[src/rtl/riscv_idecode_if.sv]
// Fetch-to-decode handshake: instruction/pc and stall/flush in, decoded fields and control out.
interface riscv_idecode_if #(
  parameter int XLEN = 64
);
  logic            flush;
  logic            stall;
  logic [31:0]     instr;
  logic [XLEN-1:0] pc;
  logic [XLEN-1:0] regfile_rs1;
  logic [XLEN-1:0] regfile_rs2;

  logic [6:0]      opcode;
  logic [4:0]      rd;
  logic [4:0]      rs1;
  logic [4:0]      rs2;
  logic [2:0]      funct3;
  logic [6:0]      funct7;
  logic [XLEN-1:0] imm;
  logic [XLEN-1:0] pc_out;
  logic [3:0]      alu_op;
  logic            trap;
  logic [3:0]      trap_cause;
  logic [11:0]     csr_addr;
  logic            is_csr;
  logic            csr_read;
  logic            csr_write;
  logic            reg_write_enable;
  logic            mem_read;
  logic            mem_write;
  logic            is_branch;
  logic            jump;
  logic            use_pc;

  modport master (
    output flush, stall, instr, pc, regfile_rs1, regfile_rs2,
    input  opcode, rd, rs1, rs2, funct3, funct7, imm, pc_out, alu_op, trap, trap_cause,
           csr_addr, is_csr, csr_read, csr_write, reg_write_enable, mem_read, mem_write,
           is_branch, jump, use_pc
  );

  modport slave (
    input  flush, stall, instr, pc, regfile_rs1, regfile_rs2,
    output opcode, rd, rs1, rs2, funct3, funct7, imm, pc_out, alu_op, trap, trap_cause,
           csr_addr, is_csr, csr_read, csr_write, reg_write_enable, mem_read, mem_write,
           is_branch, jump, use_pc
  );
endinterface

[src/rtl/riscv_idecode.sv]
// RV64I + Zicsr decode stage: fields, immediate, ALU op, control and trap flags.
// One-cycle latency; stall holds every registered output, flush loads an all-zero bubble.
module riscv_idecode #(
  parameter int XLEN = 64
) (
  input logic            clk,
  input logic            reset,
  riscv_idecode_if.slave bus
);
  localparam bit RV64 = (XLEN == 64);

  localparam logic [6:0] OPC_LOAD      = 7'b0000011;
  localparam logic [6:0] OPC_MISC_MEM  = 7'b0001111;
  localparam logic [6:0] OPC_OP_IMM    = 7'b0010011;
  localparam logic [6:0] OPC_AUIPC     = 7'b0010111;
  localparam logic [6:0] OPC_OP_IMM_32 = 7'b0011011;
  localparam logic [6:0] OPC_STORE     = 7'b0100011;
  localparam logic [6:0] OPC_OP        = 7'b0110011;
  localparam logic [6:0] OPC_LUI       = 7'b0110111;
  localparam logic [6:0] OPC_OP_32     = 7'b0111011;
  localparam logic [6:0] OPC_BRANCH    = 7'b1100011;
  localparam logic [6:0] OPC_JALR      = 7'b1100111;
  localparam logic [6:0] OPC_JAL       = 7'b1101111;
  localparam logic [6:0] OPC_SYSTEM    = 7'b1110011;

  localparam logic [3:0] ALU_NONE = 4'd0, ALU_ADD = 4'd1, ALU_SUB = 4'd2, ALU_SLL = 4'd3;
  localparam logic [3:0] ALU_SLT  = 4'd4, ALU_XOR = 4'd5, ALU_SRL = 4'd6, ALU_SRA = 4'd7;
  localparam logic [3:0] ALU_OR   = 4'd8, ALU_AND = 4'd9, ALU_SLTU = 4'd10;

  localparam logic [3:0] CAUSE_ILLEGAL = 4'd2, CAUSE_EBREAK = 4'd3, CAUSE_ECALL = 4'd11;

  typedef struct packed {
    logic [6:0]      opcode;
    logic [4:0]      rd;
    logic [4:0]      rs1;
    logic [4:0]      rs2;
    logic [2:0]      funct3;
    logic [6:0]      funct7;
    logic [XLEN-1:0] imm;
    logic [XLEN-1:0] pc_out;
    logic [3:0]      alu_op;
    logic            trap;
    logic [3:0]      trap_cause;
    logic [11:0]     csr_addr;
    logic            is_csr;
    logic            csr_read;
    logic            csr_write;
    logic            reg_write_enable;
    logic            mem_read;
    logic            mem_write;
    logic            is_branch;
    logic            jump;
    logic            use_pc;
  } dec_t;

  dec_t            d, q;
  logic            illegal;
  logic [31:0]     ins;
  logic [2:0]      f3;
  logic [6:0]      f7;
  logic            word_ok;
  logic [XLEN-1:0] imm_i, imm_s, imm_b, imm_j, imm_u;
  logic            unused_rf;

  assign ins   = bus.instr;
  assign f3    = ins[14:12];
  assign f7    = ins[31:25];
  assign imm_i = {{(XLEN-12){ins[31]}}, ins[31:20]};
  assign imm_s = {{(XLEN-12){ins[31]}}, ins[31:25], ins[11:7]};
  assign imm_b = {{(XLEN-12){ins[31]}}, ins[7], ins[30:25], ins[11:8], 1'b0};
  assign imm_j = {{(XLEN-20){ins[31]}}, ins[19:12], ins[20], ins[30:21], 1'b0};
  assign imm_u = {{(XLEN-32){ins[31]}}, ins[31:12], 12'h000};

  // ins[3] marks the *-32 opcodes, which only exist on RV64 and only for ADD/SUB/shifts
  assign word_ok = !ins[3] || (RV64 && (f3 == 3'b000 || f3 == 3'b001 || f3 == 3'b101));

  assign unused_rf = ^{bus.regfile_rs1, bus.regfile_rs2};

  function automatic logic [3:0] alu_sel(input logic [2:0] fn3, input logic alt);
    case (fn3)
      3'b000:  alu_sel = alt ? ALU_SUB : ALU_ADD;
      3'b001:  alu_sel = ALU_SLL;
      3'b010:  alu_sel = ALU_SLT;
      3'b011:  alu_sel = ALU_SLTU;
      3'b100:  alu_sel = ALU_XOR;
      3'b101:  alu_sel = alt ? ALU_SRA : ALU_SRL;
      3'b110:  alu_sel = ALU_OR;
      default: alu_sel = ALU_AND;
    endcase
  endfunction

  always_comb begin
    d          = '0;
    illegal    = 1'b0;
    d.opcode   = ins[6:0];
    d.rd       = ins[11:7];
    d.rs1      = ins[19:15];
    d.rs2      = ins[24:20];
    d.funct3   = f3;
    d.funct7   = f7;
    d.pc_out   = bus.pc;
    d.csr_addr = ins[31:20];
    if (ins[1:0] != 2'b11) begin
      illegal = 1'b1;
    end else begin
      case (ins[6:0])
        OPC_OP, OPC_OP_32: begin
          d.reg_write_enable = 1'b1;
          if (!word_ok) illegal = 1'b1;
          else if (f7 == 7'b0000000) d.alu_op = alu_sel(f3, 1'b0);
          else if (f7 == 7'b0100000 && (f3 == 3'b000 || f3 == 3'b101)) d.alu_op = alu_sel(f3, 1'b1);
          else illegal = 1'b1;
        end
        OPC_OP_IMM, OPC_OP_IMM_32: begin
          d.reg_write_enable = 1'b1;
          d.imm              = imm_i;
          if (!word_ok) illegal = 1'b1;
          else case (f3)
            3'b001: if (ins[31:26] == 6'b000000) d.alu_op = ALU_SLL; else illegal = 1'b1;
            3'b101: begin
              if (ins[31:26] == 6'b000000) d.alu_op = ALU_SRL;
              else if (ins[31:26] == 6'b010000) d.alu_op = ALU_SRA;
              else illegal = 1'b1;
            end
            default: d.alu_op = alu_sel(f3, 1'b0);
          endcase
        end
        OPC_LOAD: begin
          d.reg_write_enable = 1'b1;
          d.mem_read         = 1'b1;
          d.alu_op           = ALU_ADD;
          d.imm              = imm_i;
          illegal            = (f3 == 3'b111) || (f3 == 3'b011 && !RV64);
        end
        OPC_STORE: begin
          d.mem_write = 1'b1;
          d.alu_op    = ALU_ADD;
          d.imm       = imm_s;
          illegal     = f3[2] || (f3 == 3'b011 && !RV64);
        end
        OPC_BRANCH: begin
          d.is_branch = 1'b1;
          d.imm       = imm_b;
          illegal     = (f3 == 3'b010) || (f3 == 3'b011);
        end
        OPC_JAL: begin
          d.reg_write_enable = 1'b1;
          d.jump             = 1'b1;
          d.use_pc           = 1'b1;
          d.alu_op           = ALU_ADD;
          d.imm              = imm_j;
        end
        OPC_JALR: begin
          d.reg_write_enable = 1'b1;
          d.jump             = 1'b1;
          d.alu_op           = ALU_ADD;
          d.imm              = imm_i;
          illegal            = (f3 != 3'b000);
        end
        OPC_LUI: begin
          d.reg_write_enable = 1'b1;
          d.imm              = imm_u;
        end
        OPC_AUIPC: begin
          d.reg_write_enable = 1'b1;
          d.use_pc           = 1'b1;
          d.alu_op           = ALU_ADD;
          d.imm              = imm_u;
        end
        OPC_MISC_MEM: ;
        OPC_SYSTEM: begin
          d.imm = imm_i;
          if (f3 == 3'b000) begin
            if (ins == 32'h0000_0073) begin
              d.trap       = 1'b1;
              d.trap_cause = CAUSE_ECALL;
            end else if (ins == 32'h0010_0073) begin
              d.trap       = 1'b1;
              d.trap_cause = CAUSE_EBREAK;
            end else begin
              illegal = 1'b1;
            end
          end else if (f3 == 3'b100) begin
            illegal = 1'b1;
          end else begin
            // CSRRW/CSRRWI always write; set/clear forms write only with a nonzero rs1/uimm
            d.is_csr           = 1'b1;
            d.reg_write_enable = 1'b1;
            d.csr_read         = 1'b1;
            d.csr_write        = (f3[1:0] == 2'b01) || (ins[19:15] != 5'd0);
          end
        end
        default: illegal = 1'b1;
      endcase
    end
    if (illegal) begin
      d.imm              = '0;
      d.alu_op           = ALU_NONE;
      d.is_csr           = 1'b0;
      d.csr_read         = 1'b0;
      d.csr_write        = 1'b0;
      d.reg_write_enable = 1'b0;
      d.mem_read         = 1'b0;
      d.mem_write        = 1'b0;
      d.is_branch        = 1'b0;
      d.jump             = 1'b0;
      d.use_pc           = 1'b0;
      d.trap             = 1'b1;
      d.trap_cause       = CAUSE_ILLEGAL;
    end
  end

  always_ff @(posedge clk or posedge reset) begin
    if (reset)          q <= '0;
    else if (bus.flush) q <= '0;
    else if (!bus.stall) q <= d;
  end

  assign bus.opcode           = q.opcode;
  assign bus.rd               = q.rd;
  assign bus.rs1              = q.rs1;
  assign bus.rs2              = q.rs2;
  assign bus.funct3           = q.funct3;
  assign bus.funct7           = q.funct7;
  assign bus.imm              = q.imm;
  assign bus.pc_out           = q.pc_out;
  assign bus.alu_op           = q.alu_op;
  assign bus.trap             = q.trap;
  assign bus.trap_cause       = q.trap_cause;
  assign bus.csr_addr         = q.csr_addr;
  assign bus.is_csr           = q.is_csr;
  assign bus.csr_read         = q.csr_read;
  assign bus.csr_write        = q.csr_write;
  assign bus.reg_write_enable = q.reg_write_enable;
  assign bus.mem_read         = q.mem_read;
  assign bus.mem_write        = q.mem_write;
  assign bus.is_branch        = q.is_branch;
  assign bus.jump             = q.jump;
  assign bus.use_pc           = q.use_pc;
endmodule

[src/flat_wrapper.sv]
// flat-port wrapper written by rule: the top's interface ports become plain ports
module riscv_idecode_flat 
#(
  parameter int XLEN = 64
)
  (clk, reset, bus_flush, bus_stall, bus_instr, bus_pc, bus_regfile_rs1, bus_regfile_rs2, bus_opcode, bus_rd, bus_rs1, bus_rs2, bus_funct3, bus_funct7, bus_imm, bus_pc_out, bus_alu_op, bus_trap, bus_trap_cause, bus_csr_addr, bus_is_csr, bus_csr_read, bus_csr_write, bus_reg_write_enable, bus_mem_read, bus_mem_write, bus_is_branch, bus_jump, bus_use_pc);
  riscv_idecode_if #(.XLEN(XLEN)) bus_i ();
  input logic clk;
  input logic reset;
  input wire logic [$bits(bus_i.flush)-1:0] bus_flush;
  input wire logic [$bits(bus_i.stall)-1:0] bus_stall;
  input wire logic [$bits(bus_i.instr)-1:0] bus_instr;
  input wire logic [$bits(bus_i.pc)-1:0] bus_pc;
  input wire logic [$bits(bus_i.regfile_rs1)-1:0] bus_regfile_rs1;
  input wire logic [$bits(bus_i.regfile_rs2)-1:0] bus_regfile_rs2;
  output wire logic [$bits(bus_i.opcode)-1:0] bus_opcode;
  output wire logic [$bits(bus_i.rd)-1:0] bus_rd;
  output wire logic [$bits(bus_i.rs1)-1:0] bus_rs1;
  output wire logic [$bits(bus_i.rs2)-1:0] bus_rs2;
  output wire logic [$bits(bus_i.funct3)-1:0] bus_funct3;
  output wire logic [$bits(bus_i.funct7)-1:0] bus_funct7;
  output wire logic [$bits(bus_i.imm)-1:0] bus_imm;
  output wire logic [$bits(bus_i.pc_out)-1:0] bus_pc_out;
  output wire logic [$bits(bus_i.alu_op)-1:0] bus_alu_op;
  output wire logic [$bits(bus_i.trap)-1:0] bus_trap;
  output wire logic [$bits(bus_i.trap_cause)-1:0] bus_trap_cause;
  output wire logic [$bits(bus_i.csr_addr)-1:0] bus_csr_addr;
  output wire logic [$bits(bus_i.is_csr)-1:0] bus_is_csr;
  output wire logic [$bits(bus_i.csr_read)-1:0] bus_csr_read;
  output wire logic [$bits(bus_i.csr_write)-1:0] bus_csr_write;
  output wire logic [$bits(bus_i.reg_write_enable)-1:0] bus_reg_write_enable;
  output wire logic [$bits(bus_i.mem_read)-1:0] bus_mem_read;
  output wire logic [$bits(bus_i.mem_write)-1:0] bus_mem_write;
  output wire logic [$bits(bus_i.is_branch)-1:0] bus_is_branch;
  output wire logic [$bits(bus_i.jump)-1:0] bus_jump;
  output wire logic [$bits(bus_i.use_pc)-1:0] bus_use_pc;
  assign bus_i.flush = bus_flush;
  assign bus_i.stall = bus_stall;
  assign bus_i.instr = bus_instr;
  assign bus_i.pc = bus_pc;
  assign bus_i.regfile_rs1 = bus_regfile_rs1;
  assign bus_i.regfile_rs2 = bus_regfile_rs2;
  assign bus_opcode = bus_i.opcode;
  assign bus_rd = bus_i.rd;
  assign bus_rs1 = bus_i.rs1;
  assign bus_rs2 = bus_i.rs2;
  assign bus_funct3 = bus_i.funct3;
  assign bus_funct7 = bus_i.funct7;
  assign bus_imm = bus_i.imm;
  assign bus_pc_out = bus_i.pc_out;
  assign bus_alu_op = bus_i.alu_op;
  assign bus_trap = bus_i.trap;
  assign bus_trap_cause = bus_i.trap_cause;
  assign bus_csr_addr = bus_i.csr_addr;
  assign bus_is_csr = bus_i.is_csr;
  assign bus_csr_read = bus_i.csr_read;
  assign bus_csr_write = bus_i.csr_write;
  assign bus_reg_write_enable = bus_i.reg_write_enable;
  assign bus_mem_read = bus_i.mem_read;
  assign bus_mem_write = bus_i.mem_write;
  assign bus_is_branch = bus_i.is_branch;
  assign bus_jump = bus_i.jump;
  assign bus_use_pc = bus_i.use_pc;
  riscv_idecode #(.XLEN(XLEN)) u_core (.clk(clk), .reset(reset), .bus(bus_i));
endmodule
[config.mk]
export PLATFORM = sky130hd
export DESIGN_NAME = riscv_idecode_flat
export DESIGN_NICKNAME = d
export VERILOG_FILES = /design/src/rtl/riscv_idecode_if.sv /design/src/rtl/riscv_idecode.sv /design/src/flat_wrapper.sv
export SDC_FILE = /design/constraint.sdc
export NUM_CORES = 1
export LEC_CHECK = 0
export CAP_MARGIN = 20
export CORE_AREA = 2 2 162 164
export CTS_CLUSTER_DIAMETER = 40
export DETAILED_ROUTE_END_ITERATION = 12
export DIE_AREA = 0 0 164 166
export DONT_BUFFER_PORTS = 1
export MAX_ROUTING_LAYER = met4
export SLEW_MARGIN = 30
export SYNTH_ARGS = -nofsm -noshare
export SYNTH_HDL_FRONTEND = slang
export SYNTH_SLANG_ARGS = --single-unit
[constraint.sdc]
create_clock -name clk -period 4.7 [get_ports clk]
set_input_delay 0.47 -clock clk [delete_from_list [all_inputs] [get_ports clk]]
set_output_delay 0.47 -clock clk [all_outputs]
set_load 0.02 [all_outputs]
After elaboration in Yosys (flattened, before gate mapping). Cells that the tools add are included. Widths: inputs -> output; s select.

Register bits: 190. Memories kept: 0. Latch bits: 0. Input port bits: 228. Memory bits (read-only): 0. Memory bits (writable): 0. Output and inout port bits: 190.

Add/subtract/negate cells: 0. Equality and inequality tests: 27. Multiplexer cells: 48. Multipliers: 0. $lt $le $gt $ge: 0. Bitwise operators: 0. Divide/modulo/power cells: 0. Reductions and logical operators: 22. Shift-type cells: 0.

Operator list (count): $mux 190 (2); $pmux 64 s5 (1); $mux 64 (2); $pmux 4 s7 (2); $mux 9 (4); $eq 7x6->1 const B (5); $eq 32x21->1 const B (1); $eq 32x7->1 const B (1); $eq 7x7->1 const B (4); $mux 4 (7); $eq 7x5->1 const B (3); $mux 5 (4); $pmux 4 s5 (1); $mux 1 (17); $eq 3x3->1 const B (4); $pmux 4 s3 (1); $reduce_or 2->1 (5); $reduce_or 5->1 (2); $reduce_or 9->1 (1); $pmux 1 s8 (1); $pmux 4 s2 (1); $eq 7x2->1 const B (1); $eq 7x4->1 const B (1); $logic_not 7->1 (1); 16 further kinds (25).

Logic depth before layout (Yosys ltp).
Depth after elaboration: 11. Gate-level depth with buffers: 9. Gate-level depth less buffers: 6.

Worst setup path before layout. OpenSTA, ideal clock, no wires.

Path type: input -> register. Start point: input bus_instr[14]. End point: register u_core.q (netlist bit u_core.bus.imm[16]). Setup slack: 2.549 ns. Stages on the path: 9. Required time: 4.625 ns. Arrival time: 2.076 ns. Path buffers: 3. Library setup time: 0.075 ns. Cell sequence: buf_6 nor4_2 and3_1 nand4_1 a22oi_2 or4b_1 buf_6 buf_12 o21ai_2.

Longest elaborated chain between the ends: 11. Elaborated cells between the ends (all ways): 30. Those cells by class: eq/ne: 8; mux: 14; reduce/logical: 8.

RTL lines: start, declared (RTL line flat_wrapper.sv:12) `input wire logic [$bits(bus_i.instr)-1:0] bus_instr;`; branches (longest 6 deep; another with $eq 32x21->1); $pmux 1 s8 * (RTL line riscv_idecode.sv:106) `case (ins[6:0])`; $mux 1 * (RTL line riscv_idecode.sv:103) `if (ins[1:0] != 2'b11) begin`; $mux 64 * (RTL line riscv_idecode.sv:196) `if (illegal) begin`; $mux 190 * (RTL line riscv_idecode.sv:216) `else if (!bus.stall) q <= d;`; $mux 190 * (RTL line riscv_idecode.sv:215) `else if (bus.flush) q <= '0;`; end signal, assigned (RTL line riscv_idecode.sv:214) `if (reset) q <= '0;`; end signal, assigned (RTL line riscv_idecode.sv:215); end signal, assigned (RTL line riscv_idecode.sv:216); end, declared (RTL line riscv_idecode.sv:56) `dec_t d, q;`.

Every way passes the cells marked *. The select of a mux whose other input is x is not followed. A chain may end at the register's enable or synchronous reset.

Worst setup path in the final report.
Start point: input bus_instr[18]. End point: register u_core.q (netlist bit u_core.bus.imm[28]).

Longest elaborated chain between the ends: 9. Elaborated cells between the ends (all ways): 10. Those cells by class: eq/ne: 2; mux: 8.

RTL lines: $eq 32x21->1 (RTL line riscv_idecode.sv:177) `end else if (ins == 32'h0010_0073) begin`; $mux 1 (RTL line riscv_idecode.sv:177); $mux 1 * (RTL line riscv_idecode.sv:174) `if (ins == 32'h0000_0073) begin`; $mux 1 * (RTL line riscv_idecode.sv:173) `if (f3 == 3'b000) begin`; $pmux 1 s8 * (RTL line riscv_idecode.sv:106); $mux 1 * (RTL line riscv_idecode.sv:103); $mux 64 * (RTL line riscv_idecode.sv:196); $mux 190 * (RTL line riscv_idecode.sv:216); $mux 190 * (RTL line riscv_idecode.sv:215).

Mark *: on every way between the ends. The rest lies on a longest branch, timed or not. The select of a mux whose other input is x is not followed.

==> run summary <==
Clock Skews: 0 ns
#FFs+latches synth: 143
Reg-to-Reg Start: u_core.bus.imm[62]$_DFFE_PP0P_
Critical Path End Type: register
Peak VDD IR: 0.182 mV
pwr/cell area: 394 nW/µm²
Comb pwr share: 5.7%
Synth Area in Compound Gates: 12.0%
sequential share of power: 47.1%
n_diodes: 0
fillers: 2675
Worst Hold Class: in -> async
CTS Buffer Depth: 2
largest net degree at the start of global routing: 107
Placer Congestion: 0.822
layer carrying the most global-route usage: met2
DIE WIDTH: 164 µm
Area Growth Syn to Fin: 7.20%
Mapped Cells: 682
Initial Util: 27.3%
top-count cell post-synth: dfrtp_1
FP Rows: 59
Required @ worst endpoint: 5.04 ns
DIE HEIGHT: 166 µm
leading area contributor after synthesis: dfrtp_1
Root Buffer: clkbuf_16
FF+latch area: 3580 µm²
Die ar.: 27200 µm²
Tmin final: 2.15 ns
Setup crit start: bus_instr[18]
CTS Hold Buffers Added: 0
status: finished, violations left
multiplexer area fraction after synthesis: 13.9%
Worst slew margin: 40.9%
CTS sink cnt: 143
Final Cycle Share: 45.8%
Reg-to-Reg End: u_core.bus.imm[62]$_DFFE_PP0P_
met3 Usage GRT: 5.82%
final hold vios: 14
Avg WL per Cell: 21.1 µm
total power: 2.95 mW
Critical Path Fanout Max: 25
initial antenna violation count: 0
gr ovfl total: 0
failing checks: hold timing
largest family of logic cells by synthesized area: multiplexers
met1 Resource Use GR: 17.7%
DRT Wirelength: 20100 µm
Ys Warns: 0
r2r setup slk: 3.66 ns
adder-cell area share of the yosys netlist: 0%
post-route DRC violation count: 0
internal power: 2.17 mW
post-synth cell types: 57
Finished Cell Area: 7490 µm²
worst hold slack: -0.0563 ns
placed cell area: 6900 µm²
post-CTS sizing: 0
Worst Reg2Reg Path Length in Cells: 1
Final ANT Viol Nets: 0
fmax: 0.464 GHz
Final setup viols: 0
TritonCTS clock tree: built
io pins: 418
Seq/Total Area, Yosys: 51.2%
area of the multi-input gates: 2790 µm²
Commonest cells post-synth: 143 x dfrtp_1, 117 x nor2_1, 97 x mux2i_1
TritonCTS Buffers: 17
H-tree levels: 4
switching power: 785 µW
Port Buf Inserts: 0
area of the core: 25600 µm²
Primary FF master, synth: dfrtp_1
post-CTS setup buffer count: 0
Async S/R FF share, synth: 100%
vias in the first global route: 4878
Worst Setup EP: u_core.bus.imm[28]$_DFFE_PP0P_
HPWL after DPL: 13700 µm
Synth area leaders: dfrtp_1 51%, mux2i_1 14%, nor2_1 6.3%
met2 GRT Util: 24.4%
clock-pin slew on the worst setup and hold paths: 0.07 ns
Post-Syn Nets: 910
Sw Share: 26.6%
EDFF count, synth: 0
Clock Power Share: 47.2%
critical path startpoint category: primary input
routed vias: 4731
actual slew at the worst max-slew pin: 0.884 ns
final core utilization: 29.2%
layout net count: 837
drt first pass iters: 5
Worst Path Arrival: 2.50 ns
worst skew pair latency: 0.41 ns
unrepaired setup endpoints after global routing: false
layout cell share with drive strength beyond 1: 12.1%
area share of and/or/nand/nor cells after synthesis: 13.4%
Tot GR Track Use: 15.2%
mean post-synth cell area: 10.2 µm²
Slew Viols, Final: 0
first-pass GRT wire length: 30200 µm
Netlist Area Pre-Place: 6990 µm²
LEAKAGE: 3.47 nW
top-area cell type share of the netlist area: 51.2%
max-capacitance violation count: 0
Worst Setup Path Type: in -> reg
vias per cell: 4.95
setup_tns: 0 ns
Initial DRC Count: 384
Post-Synth XOR/XNOR Area: 0.251%
[cells in the final DEF (no fill, tap or decap), types with 6 or more instances in the layout]
master / netlist / final
a21oi_1: 37 / 37
a32o_1: 8 / 8
clkbuf_16: 0 / 17
dfrtp_1: 143 / 142
inv_1: 8 / 7
mux2i_1: 97 / 97
nand2_1: 48 / 48
nand3_1: 6 / 6
nor2_1: 117 / 117
o21ai_0: 20 / 20
o21ai_2: 20 / 20
[metrics by stage]
stage	std cells	setup WS, ns
finish	956	2.55
global route	956	2.42
CTS	956	2.51
detailed placement	925	2.05
global placement	923	2.04
floorplan	682	0.392
[cell families (layout without fill, tap and decap cells)]
logic type | count (synthesis) | in the layout
AND/OR/NAND/NOR | 211 | 211
other | 1 | 1
flip-flops | 143 | 143
XOR/XNOR | 2 | 2
buffers and inverters | 106 | 45
AO/OA/AOI/OAI | 122 | 122
multiplexers | 97 | 97
[critical path: stages]
cell	delay, ns
nor4_1	0.64
nand4_1	0.23
a22oi_2	0.22
or4b_1	0.44
buf_4	0.28
o21ai_0	0.20
[state kept, by name, indices dropped and copies added (netlist names), 3 cells and up]
register and cells:
u_core.bus.pc_out 64, u_core.bus.imm 32, u_core.bus.csr_addr 11, u_core.bus.opcode 7, u_core.bus.rd 5, u_core.bus.rs1 5, u_core.bus.alu_op 4, u_core.bus.funct3 3
u_core.bus.trap_cause 3
[power by group through the flow]
stage / clock network (mW) / registers, mW / logic [mW]
after floorplan: 0 / 1.39 / 0.206
after global placement: 0 / 1.41 / 0.164
after detailed placement: 0 / 1.41 / 0.174
after CTS: 1.44 / 1.39 / 0.173
after global routing: 1.49 / 1.40 / 0.193
final: 1.39 / 1.39 / 0.169
[layer usage]
layer	vias to the layer above	share of wire, %
met5	-	0
met4	0	1.7
met3	23	10
met2	304	48
met1	2257	40
li1	2147	-
[worst min-delay path by stage]
stage                        from                              endpoint  slack [ns]
global route                reset     u_core.bus.pc_out[45]$_DFFE_PP0P_       0.009
finish                      reset     u_core.bus.pc_out[45]$_DFFE_PP0P_       -0.06
global placement        bus_flush      u_core.bus.pc_out[4]$_DFFE_PP0P_        0.55
detailed placement      bus_flush      u_core.bus.pc_out[4]$_DFFE_PP0P_        0.55
CTS                     bus_flush      u_core.bus.pc_out[4]$_DFFE_PP0P_        0.09
floorplan           bus_instr[20]  u_core.bus.trap_cause[3]$_DFFE_PP0P_        0.58
[area by class of cell]
| type | count | share of cell area [%] |
|---|---|---|
| flip-flops and latches | 143 | 47.8 |
| multi-input cells | 433 | 37.2 |
| clock buffers | 20 | 6.10 |
| well taps | 335 | 5.59 |
| clock inverters | 11 | 1.72 |
| repair buffers | 6 | 1.10 |
| inverters | 8 | 0.501 |
Power figures use the tool's default switching activity.
